<file path="src/rtl/uart_autobaud.sv">
`default_nettype none
// ============================================================================
// Module   : uart_autobaud
// Purpose  : Times the falling edges of a host sync character on RX to derive
//            the UART baud reload value, then confirms it via the receiver.
// Revision : 1.0 - initial release
// ============================================================================
module uart_autobaud #(
  parameter logic [8:0]  SYNC     = 9'h055,
  parameter logic [12:0] BAUD_DEF = 13'd433,
  parameter int          IDLE_MIN = 1024,
  parameter int          MIN_CNT  = 64,
  parameter int          MAX_MISS = 2
) (
  input  logic        clk,
  input  logic        rst_n,
  input  logic        RX,
  input  logic        rx_rdy,
  input  logic [8:0]  rx_data,
  input  logic        rearm,
  output logic [12:0] baud,
  output logic        locked,
  output logic        err
);

  localparam int c_idle_w = $clog2(IDLE_MIN + 1);
  localparam int c_miss_w = $clog2(MAX_MISS + 2);
  localparam logic [c_idle_w-1:0] c_idle_min = c_idle_w'(IDLE_MIN);
  localparam logic [c_miss_w-1:0] c_max_miss = c_miss_w'(MAX_MISS);
  localparam logic [15:0]         c_min_cnt  = 16'(MIN_CNT);

  typedef enum logic [2:0] {
    WAIT_IDLE = 3'd0,
    ARMED     = 3'd1,
    MEASURE   = 3'd2,
    VERIFY    = 3'd3,
    LOCKED    = 3'd4
  } state_t;

  state_t              r_state;
  logic                r_rx_meta;
  logic                r_rx_sync;
  logic                r_rx_prev;
  logic [c_idle_w-1:0] r_idle_cnt;
  logic [15:0]         r_meas_cnt;
  logic [1:0]          r_edge_cnt;
  logic [c_miss_w-1:0] r_miss_cnt;
  logic [12:0]         r_baud;
  logic                r_locked;
  logic                r_err;

  logic                w_fall;
  logic [16:0]         w_sum;
  logic [12:0]         w_baud_new;

  assign w_fall = r_rx_prev & ~r_rx_sync;

  // Rounded N/8 - 1; the sum is kept 17 bits wide so N near 65535 cannot wrap.
  assign w_sum      = {1'b0, r_meas_cnt} + 17'd4;
  assign w_baud_new = 13'((w_sum >> 3) - 17'd1);

  always_ff @(posedge clk or negedge rst_n) begin
    if (!rst_n) begin
      r_rx_meta <= 1'b1;
      r_rx_sync <= 1'b1;
      r_rx_prev <= 1'b1;
    end else begin
      r_rx_meta <= RX;
      r_rx_sync <= r_rx_meta;
      r_rx_prev <= r_rx_sync;
    end
  end

  always_ff @(posedge clk or negedge rst_n) begin
    if (!rst_n) begin
      r_state    <= WAIT_IDLE;
      r_idle_cnt <= '0;
      r_meas_cnt <= '0;
      r_edge_cnt <= '0;
      r_miss_cnt <= '0;
      r_baud     <= BAUD_DEF;
      r_locked   <= 1'b0;
      r_err      <= 1'b0;
    end else begin
      r_err <= 1'b0;

      if (!r_rx_sync)
        r_idle_cnt <= '0;
      else if (r_idle_cnt != c_idle_min)
        r_idle_cnt <= r_idle_cnt + 1'b1;

      if (rearm) begin
        r_state    <= WAIT_IDLE;
        r_idle_cnt <= '0;
        r_meas_cnt <= '0;
        r_edge_cnt <= '0;
        r_miss_cnt <= '0;
        r_baud     <= BAUD_DEF;
        r_locked   <= 1'b0;
      end else begin
        case (r_state)
          WAIT_IDLE: begin
            if (r_idle_cnt == c_idle_min)
              r_state <= ARMED;
          end

          ARMED: begin
            if (w_fall) begin
              r_meas_cnt <= 16'd1;
              r_edge_cnt <= 2'd0;
              r_state    <= MEASURE;
            end
          end

          MEASURE: begin
            r_meas_cnt <= r_meas_cnt + 16'd1;
            if (w_fall) begin
              r_edge_cnt <= r_edge_cnt + 2'd1;
              // Fourth edge seen here is the fifth edge of the character.
              if (r_edge_cnt == 2'd3) begin
                if (r_meas_cnt >= c_min_cnt) begin
                  r_baud     <= w_baud_new;
                  r_miss_cnt <= '0;
                  r_state    <= VERIFY;
                end else begin
                  r_err   <= 1'b1;
                  r_baud  <= BAUD_DEF;
                  r_state <= WAIT_IDLE;
                end
              end
            end else if (r_meas_cnt == 16'hFFFF) begin
              r_err   <= 1'b1;
              r_baud  <= BAUD_DEF;
              r_state <= WAIT_IDLE;
            end
          end

          VERIFY: begin
            if (rx_rdy) begin
              if (rx_data == SYNC) begin
                r_locked <= 1'b1;
                r_state  <= LOCKED;
              end else if (r_miss_cnt == c_max_miss) begin
                r_err   <= 1'b1;
                r_baud  <= BAUD_DEF;
                r_state <= WAIT_IDLE;
              end else begin
                r_miss_cnt <= r_miss_cnt + 1'b1;
              end
            end
          end

          LOCKED: begin
            r_locked <= 1'b1;
          end

          default: begin
            r_state  <= WAIT_IDLE;
            r_baud   <= BAUD_DEF;
            r_locked <= 1'b0;
          end
        endcase
      end
    end
  end

  assign baud   = r_baud;
  assign locked = r_locked;
  assign err    = r_err;

endmodule
`default_nettype wire

</file>
<file path="config.mk">
export PLATFORM = sky130hd
export DESIGN_NAME = uart_autobaud
export DESIGN_NICKNAME = d
export VERILOG_FILES = /design/src/rtl/uart_autobaud.sv
export SDC_FILE = /design/constraint.sdc
export NUM_CORES = 1
export LEC_CHECK = 0
export BUFFER_PORTS_ARGS = -buffer_cell sky130_fd_sc_hd__buf_2
export CORE_MARGIN = 2
export CORE_UTILIZATION = 30
export DETAILED_ROUTE_END_ITERATION = 10
export PLACE_DENSITY_LB_ADDON = 0.3
export SYNTH_ARGS = -nofsm -noshare
export SYNTH_HDL_FRONTEND = slang
export SYNTH_SLANG_ARGS = --single-unit
</file>
<file path="constraint.sdc">
create_clock -name clk -period 2.7 [get_ports clk]
set_clock_uncertainty 0.2 [all_clocks]
set_input_delay 0.54 -clock clk [delete_from_list [all_inputs] [get_ports clk]]
set_output_delay 0.54 -clock clk [all_outputs]
set_load 0.02 [all_outputs]
</file>
==> metrics.cfg <==
[synth]
synth_most_common_cell=dfrtp_1
synth_cell_types=77
synth_commonest_cells=dfrtp_1 (44), o21ai_0 (35), nor2_1 (33)
synth_area_leaders=dfrtp_1 (31%), dfstp_2 (5.9%), o21ai_0 (4.9%)
syn-cell-area_um2=3540
synth_area_per_cell_um2=9.04
synth-seq-area-share_pct=37.0
synthArstFlopShare_pct=100
yosys.area.top_type=dfrtp_1
yosysWarningCount=0
synth_seq_cells=52
syn_inst=392
synthDominantCellAreaShare_pct=31.1
ys.flop_type=dfrtp_1
syn_nets=415
synth_edf_count=0

[power_and_ir_drop]
power_density_nw_per_um2=452
power_switching_w=0.000543
power_frac_seq_pct=46.7
p_int_w=0.00128
clkPwrFrac_pct=36.6
p_leak_nw=1.62
peakVddDrop_uv=273
total_power_w=0.00182
comb_power_share_pct=16.7
switching_share_pct=29.7

[timing]
hold_ws_ns=0.136
clock.fmax_ghz=0.398
rsz0062_at_grt=no
tightest_slew_ns=0.663
min_period_over_period_pct=93.0
hold_viol=0
setup_viol=0
drv_slew=0
tns_ns=0
period_needed_ns=2.51
slew-limit-headroom_pct=55.8

[outcome]
outcome=complete, no violations

[placement]
place.gp.congestion=0.867
dp_hpwl_mm=6.34
numPortBuffers=28

[drt]
wl_per_cell_um=15.2
firstDrtPassIters=5
wl_mm=8.63
drc=0
drt-initial-drc-count=207
detail-route-antenna-nets=0
vias=3069
via_per_inst=5.42

[global_route]
grtUsageTotal_pct=14.3
grt_pass1_vias=3005
grt_max_degree=53
antenna_found_initial=0
grt_pass1_wl_mm=15.1
grt.overflow.total=0

[floorplanning]
io_pins=29
rows=39
die_h_um=113
core_area_um2=11500
fp.dieW_um=113
start_util_pct=30.9
die_area_um2=12700

[clock_tree]
cts_made_buffers=5
cts_buffer_depth=2
worstSkewPairLatency_ns=0.30
hold_buffers=0
cts_max_level=2
cts_tree=built
cts.sinks=52
clkTransAtPathRegs_ns=0.08
cts_root_buf=clkbuf_16

[critical_path]
end_kind=flop
r2r-start=r_meas_cnt[2]
worstSetupPathType=reg -> reg
worstPathRequired_ns=2.69
arrival_ns=2.50
cp_max_fo=4
cp-startpoint=r_meas_cnt[2]
start_kind=flop

[flow_run]
drv_cap=0

[min_path]
worstHoldStart=RX
worstHoldPathType=in -> reg

[finish]
syn_to_final_growth_pct=13.9
diodes=0
drive_above_1_share_pct=22.0
final_nets=445
fillCellCount=1166
final_core_util_pct=35.2

[layer usage]
layer	up-vias	track usage (%)	wire length [µm]
li1	1496	-	-
met1	1472	20.7	4130
met2	88	22.1	3880
met3	13	2.75	480
met4	0	3.58	140
met5	-	0	0
[metrics by stage]
step	area [µm²]	cells	worst slack, ns
finish	4040	566	0.188
global placement	3870	558	0.161
global route	4040	566	0.0560
floorplan	3540	392	0.266
detailed placement	3870	558	0.0323
CTS	4020	566	0.00875
[cell type report]
cell class	count	area, µm²	share of cell area (%)
Tap cell	143	179	4.43
Clock buffer	5	125	3.10
Sequential cell	52	1310	32.5
Timing Repair Buffer	51	313	7.75
Clock inverter	3	25.0	0.620
Inverter	25	93.8	2.33
Multi-Input combinational cell	287	1990	49.3
[cells by family (layout without fill, tap and decap cells)]
family | count (synthesis) | count (layout) | synth area share [%]
adder cells (fa/ha/maj) | 9 | 9 | 3.18
AND/OR/NAND/NOR | 137 | 137 | 22.8
buffers and inverters | 53 | 84 | 7.38
flip-flops | 52 | 52 | 37.0
XOR/XNOR | 27 | 27 | 6.89
multiplexers | 6 | 6 | 1.87
AO/OA/AOI/OAI | 108 | 108 | 20.8
[sequential cells by signal (all words and copies together) (netlist names)]
name and count:
r_state 3, err 1, r_rx_meta 1, baud 13, r_edge_cnt 2, locked 1
r_miss_cnt 2, r_idle_cnt 11, r_meas_cnt 16, r_rx_sync 1, r_rx_prev 1
[layout by cell type, fill, tap and decap left out, types with 3 or more instances in the layout]
master | Yosys | routed
nand2_1 | 19 | 19
a21boi_0 | 3 | 3
buf_4 | 1 | 23
o21ai_0 | 35 | 35
o31ai_1 | 3 | 3
and4_1 | 3 | 3
inv_1 | 24 | 24
o22a_1 | 4 | 4
a21oi_1 | 22 | 22
mux2_2 | 5 | 5
o32ai_1 | 3 | 3
ha_1 | 9 | 8
xnor2_1 | 20 | 20
a31oi_1 | 6 | 6
dfrtp_1 | 44 | 44
nor3_1 | 9 | 9
o22ai_1 | 5 | 5
nor4_1 | 6 | 6
nand2b_1 | 4 | 4
dfstp_2 | 8 | 8
clkbuf_16 | 0 | 5
buf_2 | 17 | 28
xor2_1 | 6 | 6
nand3_1 | 15 | 15
or3_1 | 5 | 5
nand4_1 | 11 | 11
nor2_1 | 33 | 33
and3_1 | 5 | 5
[what timing repair did]
item	4_1_cts	5_1_grt
hold endpoints to repair	0	0
gates resized for setup	0	3
setup endpoints to repair	0	13
buffers inserted	0	0
[path summary, 6_finish.rpt]
| path | endpoint | slack, ns | cells after the start |
|---|---|---|---|
| max reg2reg | baud[12] | 0.19 | 9 |
| min reg2reg | r_rx_sync | 0.16 | 0 |
| min in group asynchronous | baud[3] | 0.16 | 2 |
| max in group asynchronous | r_meas_cnt[10] | 1.70 | 2 |
| min | r_rx_meta | 0.14 | 1 |
| max | baud[12] | 0.19 | 9 |
[critical path, cell delays in order (launching register included)]
cell and delay (ns):
dfrtp_1 0.44, inv_1 0.07, ha_1 0.34, inv_1 0.07, ha_1 0.22, nor3b_2 0.22
a32o_1 0.22, o221a_2 0.24, a311oi_1 0.09, o32ai_1 0.29
[power by group through the flow]
stage	sequential, W	clock, W	combinational (W)
after detailed placement	0.000863	0	0.000304
final	0.000851	0.000668	0.000305
after floorplan	0.000834	0	0.000235
after global routing	0.000859	0.000726	0.000344
after CTS	0.000850	0.000701	0.000306
after global placement	0.000864	0	0.000301
Note: power is estimated with default switching activity, not from simulation.
